$ cat src/rtl/alu_issue_ctrl_pkg.sv
// Shared definitions for the ALU issue controller.
// Holds the operand/tag widths, the one-hot ALU op bit positions, the mask of
// multi-cycle ops and the controller state encoding.
package alu_issue_ctrl_pkg;

  localparam int unsigned ALU_OP_W = 19;
  localparam int unsigned DATA_W   = 32;
  localparam int unsigned TAG_W    = 5;

  // Bit position of each operation inside the one-hot op vector.
  localparam int unsigned OP_ADD   = 0;
  localparam int unsigned OP_SUB   = 1;
  localparam int unsigned OP_AND   = 2;
  localparam int unsigned OP_OR    = 3;
  localparam int unsigned OP_XOR   = 4;
  localparam int unsigned OP_SLL   = 5;
  localparam int unsigned OP_SRL   = 6;
  localparam int unsigned OP_SRA   = 7;
  localparam int unsigned OP_SLT   = 8;
  localparam int unsigned OP_SLTU  = 9;
  localparam int unsigned OP_LUI   = 10;
  localparam int unsigned OP_AUIPC = 11;
  localparam int unsigned OP_MUL   = 12;
  localparam int unsigned OP_MULH  = 13;
  localparam int unsigned OP_MULHU = 14;
  localparam int unsigned OP_DIV   = 15;
  localparam int unsigned OP_DIVU  = 16;
  localparam int unsigned OP_MOD   = 17;
  localparam int unsigned OP_MODU  = 18;

  // Multiply/divide family: ops 18..12 may take more than one cycle.
  localparam logic [ALU_OP_W-1:0] MULTI_OP_MASK = 19'h7F000;

  typedef enum logic [1:0] {
    ST_IDLE  = 2'd0,
    ST_BUSY  = 2'd1,
    ST_HOLD  = 2'd2,
    ST_DRAIN = 2'd3
  } state_e;

endpackage

$ cat src/rtl/alu_issue_perf.sv
// Performance counters for the ALU issue controller.
// Ports: clk/resetn (sync active-low), retire (one op retired this cycle),
// stall (waiting on the ALU this cycle), perf_ops/perf_stall (wrapping counts).
module alu_issue_perf
  import alu_issue_ctrl_pkg::*;
(
  input  logic              clk,
  input  logic              resetn,
  input  logic              retire,
  input  logic              stall,
  output logic [DATA_W-1:0] perf_ops,
  output logic [DATA_W-1:0] perf_stall
);

  logic [DATA_W-1:0] ops_q, ops_d;
  logic [DATA_W-1:0] stall_q, stall_d;

  // Free-running counters; overflow simply wraps.
  always_comb begin
    ops_d   = ops_q + DATA_W'(retire);
    stall_d = stall_q + DATA_W'(stall);
  end

  always_ff @(posedge clk) begin
    if (!resetn) begin
      ops_q   <= '0;
      stall_q <= '0;
    end else begin
      ops_q   <= ops_d;
      stall_q <= stall_d;
    end
  end

  assign perf_ops   = ops_q;
  assign perf_stall = stall_q;

endmodule

$ cat src/rtl/alu_issue_ctrl.sv
// ALU issue controller: accepts one op at a time from decode, holds it on the
// ALU until alu_complete, forwards the result downstream, and buffers it when
// downstream is not ready. Flush discards the op; a flushed op whose ALU work
// is still running is drained so a multi-cycle unit is never abandoned.
// Ports: clk/resetn (sync active-low); id_* upstream handshake and payload;
// alu_* ALU drive and response; exe_*/mem_ready downstream handshake;
// flush; perf_ops/perf_stall counters.
// Build option: define ALU_ISSUE_PERF_EN to enable the performance counters;
// otherwise both perf outputs are tied to zero.
module alu_issue_ctrl
  import alu_issue_ctrl_pkg::*;
(
  input  logic                clk,
  input  logic                resetn,
  input  logic                id_valid,
  output logic                id_ready,
  input  logic [ALU_OP_W-1:0] id_alu_op,
  input  logic [DATA_W-1:0]   id_src1,
  input  logic [DATA_W-1:0]   id_src2,
  input  logic [TAG_W-1:0]    id_tag,
  output logic [ALU_OP_W-1:0] alu_op,
  output logic [DATA_W-1:0]   alu_src1,
  output logic [DATA_W-1:0]   alu_src2,
  input  logic [DATA_W-1:0]   alu_result,
  input  logic                alu_complete,
  output logic                exe_valid,
  output logic [DATA_W-1:0]   exe_result,
  output logic [TAG_W-1:0]    exe_tag,
  input  logic                mem_ready,
  input  logic                flush,
  output logic [DATA_W-1:0]   perf_ops,
  output logic [DATA_W-1:0]   perf_stall
);

  state_e              state_q, state_d;
  logic [ALU_OP_W-1:0] op_q, op_d;
  logic [DATA_W-1:0]   src1_q, src1_d;
  logic [DATA_W-1:0]   src2_q, src2_d;
  logic [TAG_W-1:0]    tag_q, tag_d;
  logic [DATA_W-1:0]   result_q, result_d;

  logic idle_c, busy_c, hold_c, drain_c, transfer_c;

  assign idle_c  = (state_q == ST_IDLE);
  assign busy_c  = (state_q == ST_BUSY);
  assign hold_c  = (state_q == ST_HOLD);
  assign drain_c = (state_q == ST_DRAIN);

  // Ready when the slot is empty or the current op retires this cycle.
  assign id_ready   = ~flush & (idle_c | (busy_c & alu_complete & mem_ready) |
                                (hold_c & mem_ready));
  assign transfer_c = id_valid & id_ready;

  // Next-state and payload capture.
  always_comb begin
    state_d  = state_q;
    op_d     = op_q;
    src1_d   = src1_q;
    src2_d   = src2_q;
    tag_d    = tag_q;
    result_d = result_q;

    // A transfer only happens once the previous op has left, so the tag of an
    // in-flight op is never overwritten.
    if (transfer_c) begin
      op_d   = id_alu_op;
      src1_d = id_src1;
      src2_d = id_src2;
      tag_d  = id_tag;
    end

    case (state_q)
      ST_IDLE: begin
        if (transfer_c) state_d = ST_BUSY;
      end
      ST_BUSY: begin
        if (flush) begin
          state_d = alu_complete ? ST_IDLE : ST_DRAIN;
        end else if (alu_complete) begin
          if (mem_ready) begin
            state_d = transfer_c ? ST_BUSY : ST_IDLE;
          end else begin
            state_d  = ST_HOLD;
            result_d = alu_result;
          end
        end
      end
      ST_HOLD: begin
        if (flush) begin
          state_d = ST_IDLE;
        end else if (mem_ready) begin
          state_d = transfer_c ? ST_BUSY : ST_IDLE;
        end
      end
      ST_DRAIN: begin
        // Flush is ignored here; wait for the ALU to finish.
        if (alu_complete) state_d = ST_IDLE;
      end
      default: state_d = ST_IDLE;
    endcase
  end

  always_ff @(posedge clk) begin
    if (!resetn) begin
      state_q  <= ST_IDLE;
      op_q     <= '0;
      src1_q   <= '0;
      src2_q   <= '0;
      tag_q    <= '0;
      result_q <= '0;
    end else begin
      state_q  <= state_d;
      op_q     <= op_d;
      src1_q   <= src1_d;
      src2_q   <= src2_d;
      tag_q    <= tag_d;
      result_q <= result_d;
    end
  end

  assign alu_op     = (busy_c | drain_c) ? op_q : '0;
  assign alu_src1   = src1_q;
  assign alu_src2   = src2_q;
  // In BUSY the ALU result passes straight through; HOLD replays the capture.
  assign exe_valid  = ~flush & ((busy_c & alu_complete) | hold_c);
  assign exe_result = busy_c ? alu_result : result_q;
  assign exe_tag    = tag_q;

`ifdef ALU_ISSUE_PERF_EN
  logic retire_c, stall_c;

  assign retire_c = exe_valid & mem_ready;
  assign stall_c  = (busy_c | drain_c) & ~alu_complete;

  alu_issue_perf u_perf (
    .clk        (clk),
    .resetn     (resetn),
    .retire     (retire_c),
    .stall      (stall_c),
    .perf_ops   (perf_ops),
    .perf_stall (perf_stall)
  );
`else
  assign perf_ops   = '0;
  assign perf_stall = '0;
`endif

endmodule

$ cat config.mk
export PLATFORM = sky130hd
export DESIGN_NAME = alu_issue_ctrl
export DESIGN_NICKNAME = d
export VERILOG_FILES = /design/src/rtl/alu_issue_ctrl_pkg.sv /design/src/rtl/alu_issue_perf.sv /design/src/rtl/alu_issue_ctrl.sv
export SDC_FILE = /design/constraint.sdc
export NUM_CORES = 1
export LEC_CHECK = 0
export BUFFER_PORTS_ARGS = -buffer_cell sky130_fd_sc_hd__buf_2
export CAP_MARGIN = 10
export CELL_PAD_IN_SITES_DETAIL_PLACEMENT = 0
export CELL_PAD_IN_SITES_GLOBAL_PLACEMENT = 1
export CORE_UTILIZATION = 34
export CTS_BUF_LIST = sky130_fd_sc_hd__clkbuf_2 sky130_fd_sc_hd__clkbuf_4 sky130_fd_sc_hd__clkbuf_8
export DETAILED_ROUTE_END_ITERATION = 6
export PLACE_DENSITY = 0.95
export SYNTH_ARGS = -nofsm -noshare
export SYNTH_HDL_FRONTEND = slang
export SYNTH_SLANG_ARGS = --single-unit
$ cat constraint.sdc
create_clock -name clk -period 3.5 [get_ports clk]
set_input_delay 0.525 -clock clk [delete_from_list [all_inputs] [get_ports clk]]
set_output_delay 0.525 -clock clk [all_outputs]
set_load 0.02 [all_outputs]
[Yosys cells after proc, flatten, opt, wreduce, memory -nomap -nowiden]
Cells that the tools add are included.
Cells by class
  bitwise logic cells: 12
  reductions and logical operators: 3
  equal/unequal tests: 7
  muxes and demuxes: 12
Operators by type and width (count)
  32-bit two-way mux: 1
  19-bit two-way mux: 1
  2-bit two-way mux: 8
  2-bit case mux with 4 select lines: 1
  4-bit AND reduction: 2
  1-bit AND: 6
  3-bit != test (second input constant): 2
  2-bit == test (second input constant): 2
  1-bit OR: 4
  2-bit by 1-bit == test with 1-bit output (second input constant): 1
  2-bit zero test: 1
  2-bit by 1-bit != test with 1-bit output (second input constant): 1
  2-bit != test (second input constant): 1
  1-bit inverter: 2
  1-bit two-way mux: 1
Word-level totals
  register bits after elaboration: 122
  bits of input ports: 126
  word-level logic and storage cells: 40

[Longest topological paths before layout]
  depth in word-level cells: 12
  mapped depth: 8
  gate-level depth less buffers: 4

[Worst setup path after synthesis]
OpenSTA, ideal clock, no wires.
  path type: reg-to-output
  from: register state_q[0]
  to: output port exe_result[10]
  path slack: 1.640 ns
  required time: 2.975 ns
  cell stages (with the launch flop): 6
  buffers on the path: 3
  data arrival time: 1.335 ns
  path through: dfxtp_1 buf_2 nor2b_1 buf_2 buf_2 mux2_2
On the way
  word-level cells in the longest chain between the ends: 2
RTL lines
  from (decl): RTL line alu_issue_ctrl.sv:35  | state_e state_q, state_d;
  from (signal assigned): RTL line alu_issue_ctrl.sv:112  | state_q <= state_d;
  2-bit by 1-bit == test with 1-bit output: RTL line alu_issue_ctrl.sv:45  | assign busy_c = (state_q == ST_BUSY);
  32-bit two-way mux: RTL line alu_issue_ctrl.sv:126  | assign exe_result = busy_c ? alu_result : result_q;
  to (decl): RTL line alu_issue_ctrl.sv:27  | output logic [DATA_W-1:0] exe_result,
Every way passes these cells.

[Worst setup path after layout]
  from: register state_q[1]
  to: output port exe_result[10]
Same word-level chain as after synthesis.

==> run summary <==
Tot Pwr = 0.003320 W
Final wirelength = 13.66 mm
Core Footprint = 15940 um^2
Max frequency = 416.8 MHz
Detailed router's first-iteration violation count = 195
GR Layer Usage met2 = 25.23%
Starting utilization of the core area = 34.94%
Worst min-delay path class = in -> reg
Critical path endpoint category = primary output
Proportion of layout cells with a drive suffix above 1 = 35.42%
Max Slew Vio Count = 0
Number of global-route vias before repair = 4157
Slew at the pin closest to its max-slew limit = 0.8314 ns
Switching power summed over all nets = 0.0009356 W
I/O pin count = 312
Worst hold margin = 0.2989 ns
Die outline height = 130.0 um
Worst-path maximum fanout = 35
Via/cell ratio = 4.445
Crit path required time = 2.97 ns
Category of the worst setup path launch point = flip-flop
Non-Filler Instances = 1125
Most common cell in the synthesized netlist = sky130_fd_sc_hd__nand2_1
Post-detail-place hpwl = 9.388 mm
Portion of the clock cycle consumed by the worst path in the final layout = 68.54%
Post-synthesis to final-layout area growth = 26.82%
Busiest metal layer after global routing = met2
Leakage power figure = 3.250 nW
Number of max-capacitance violations reported = 0
Htree depth = 4
Clock network fraction of total power = 42.1%
Cell at the slowest stage of the critical path = sky130_fd_sc_hd__mux2_2
Gp weighted congestion = 0.6916
Later-pin clock latency in the skew report = 0.44 ns
Sum of overflow across all layers after global routing = 0
Met3 Use GR = 6.396%
Number of antenna violations at the first check in global routing = 0
Post-CTS Repair Setup Buffers = 0
Flip-flop and latch count after synthesis = 122
Comb pwr share = 13.7%
Cts repair resizes = 0
Maximum number of pins on one net before global-route repair = 122
Port Buffer Count = 247
Cell family contributing the most delay on the critical path = buffers and inverters
Sequential Power Share = 44.2%
Setup TNS = 0 ns
Row count = 46
Global-route wire length before repair = 19.88 mm
Cell taking the most area after synthesis = sky130_fd_sc_hd__dfxtp_1
Inserted Diodes = 0
Pre-Repair DR Iteration Count = 4
Number of warnings reported in the yosys synthesis log = 0
Final hold violation count = 0
Deepest clock path buffer count = 2
Final setup fails = 0
Post-layout minimum cycle time = 2.399 ns
TritonCTS clock tree = done
Number of cells produced by synthesis = 679
Critical Path AT = 1.87 ns
Floorplan die area = 16900 um^2
Post-synth top cells = sky130_fd_sc_hd__nand2_1 (153), sky130_fd_sc_hd__dfxtp_1 (122), sky130_fd_sc_hd__nand3_1 (90)
Synth unique cells = 28
Grt met1 use = 17.76%
Inserted Clock Buffers = 17
Switching fraction of total power = 28.18%
Final net count = 1022
Routed wirelength normalized by instance count = 12.14 um
Slew headroom = 44.57%
Number of flops mapped to enable cells by yosys = 0
Power density relative to cell area = 470.0 nW/um^2
Result of the run = finished clean
Internal power contribution = 0.002385 W
Remaining design rule violation count = 0
DP Cell Count = 1093
Avg Inst Size Synth = 8.204 um^2
GRT Total Usage = 15.25%
Worst Path Buf+Inv = 2
Seq/Total Area, Yosys = 43.85%
Biggest cell delay along the critical path = 0.39 ns
Worst setup path class = reg -> out
Most frequently used flop master after synthesis = sky130_fd_sc_hd__dfxtp_1
CTS Hold Bufs = 0
Setup repair after global routing missed its margin = no
Worst vdd rail ir drop = 0.2520 mV
Fraction of registers with async set/reset = 0%
Ranking of synthesized cells by area = sky130_fd_sc_hd__dfxtp_1 (44%), sky130_fd_sc_hd__nand2_1 (10%), sky130_fd_sc_hd__buf_4 (9.0%), sky130_fd_sc_hd__nand3_1 (8.1%), sky130_fd_sc_hd__mux2_2 (6.5%)
Clock Sink Count = 122
Critical path, cell by cell = nor2b_2 -> buf_4 -> mux2_2 -> buf_2
Via count = 5001
Final setup skew = 0.01101 ns
Clock transition at the register clock pins on the worst setup and hold paths after CTS = 0.07 ns
Post-synth design cell area = 5570 um^2
Area fraction of the dominant cell type after synthesis = 43.85%
Die boundary width = 130.0 um
Routed Antenna Nets = 0
Cell at the root of the clock tree = sky130_fd_sc_hd__clkbuf_8
registers in the layout, summed over array words and instances, names as in the netlist:
name      cells
alu_src1     32
alu_src2     32
exe_tag       5
op_q         19
result_q     32
state_q       2
stage by stage:
stage / worst slack [ns] / util (%) / area (um^2)
after CTS: 1.071 / 44.31 / 7064
after detailed placement: 1.542 / 41.56 / 6625
after floorplan: 1.640 / - / 5807
after global routing: 0.9834 / 44.31 / 7064
final: 1.101 / 44.31 / 7064
after global placement: 1.590 / 41.56 / 6625
per-layer routing:
metal	vias to the layer above	wire [um]
li1	2563	-
met1	2246	6111
met2	184	6357
met3	8	1069
met4	0	121
met5	-	0
worst reg2reg max path, cell delays in order, from the launching register on:
cell and delay, ns:
sky130_fd_sc_hd__dfxtp_1 0.37, sky130_fd_sc_hd__nor2b_2 0.12, sky130_fd_sc_hd__buf_4 0.38, sky130_fd_sc_hd__nand3_1 0.41, sky130_fd_sc_hd__buf_4 0.35, sky130_fd_sc_hd__nand2_1 0.10, sky130_fd_sc_hd__a21boi_0 0.08
final timing paths:
path	slack, ns	startpoint	depth (start not counted)	to
worst min register to register	0.45	alu_src2[30]$_SDFFE_PN0P_	2	alu_src2[30]$_SDFFE_PN0P_
worst max-delay path	1.10	state_q[1]$_SDFFE_PN0P_	4	exe_result[10]
worst max register to register	1.57	state_q[1]$_SDFFE_PN0P_	6	result_q[9]$_SDFFE_PN0P_
worst min-delay path	0.30	id_alu_op[6]	3	op_q[6]$_SDFFE_PN0P_
logic make-up after synthesis:
logic type	Yosys count	synth area share [%]
compound gates	127	13.23
mux	32	6.469
fa+ha+maj	1	0.1797
simple gates	274	21.81
other cells	1	0.06732
flops	122	43.85
buf+inv	122	14.40
power groups by stage:
stage                     sequential [W]  clock, W  combinational, W
after global placement           0.00150         0          0.000452
after CTS                        0.00147   0.00144          0.000458
after global routing             0.00147   0.00151          0.000497
final                            0.00147   0.00140          0.000455
after detailed placement         0.00150         0          0.000457
after floorplan                  0.00155         0          0.000308
placed cells by master (no fill, tap or decap), types with 2 or more instances in the layout:
cell type,synthesis,final
sky130_fd_sc_hd__nor2_1,3,3
sky130_fd_sc_hd__o21ai_0,59,59
sky130_fd_sc_hd__clkinvlp_4,0,5
sky130_fd_sc_hd__clkbuf_8,0,17
sky130_fd_sc_hd__buf_12,0,3
sky130_fd_sc_hd__a31oi_1,2,2
sky130_fd_sc_hd__conb_1,1,64
sky130_fd_sc_hd__buf_2,19,246
sky130_fd_sc_hd__buf_4,67,5
sky130_fd_sc_hd__dfxtp_1,122,122
sky130_fd_sc_hd__o21ai_1,31,31
sky130_fd_sc_hd__mux2_2,32,32
sky130_fd_sc_hd__nand3_1,90,90
sky130_fd_sc_hd__and2_1,20,20
sky130_fd_sc_hd__a21boi_0,28,28
sky130_fd_sc_hd__nand2b_1,3,3
sky130_fd_sc_hd__clkinv_4,0,3
sky130_fd_sc_hd__inv_1,2,2
sky130_fd_sc_hd__a21boi_1,4,4
sky130_fd_sc_hd__bufinv_16,0,4
sky130_fd_sc_hd__nand2_1,153,153
final cells by class:
type | instances | area (um^2)
fill | 1635 | 8879
multi-input combinational | 498 | 2565
sequential | 122 | 2442
timing repair buffer | 255 | 1340
tap | 216 | 270.3
clock buffer | 18 | 241.5
clock inverter | 14 | 197.7
inverter | 2 | 7.507
(Power assumes the default switching activity.)
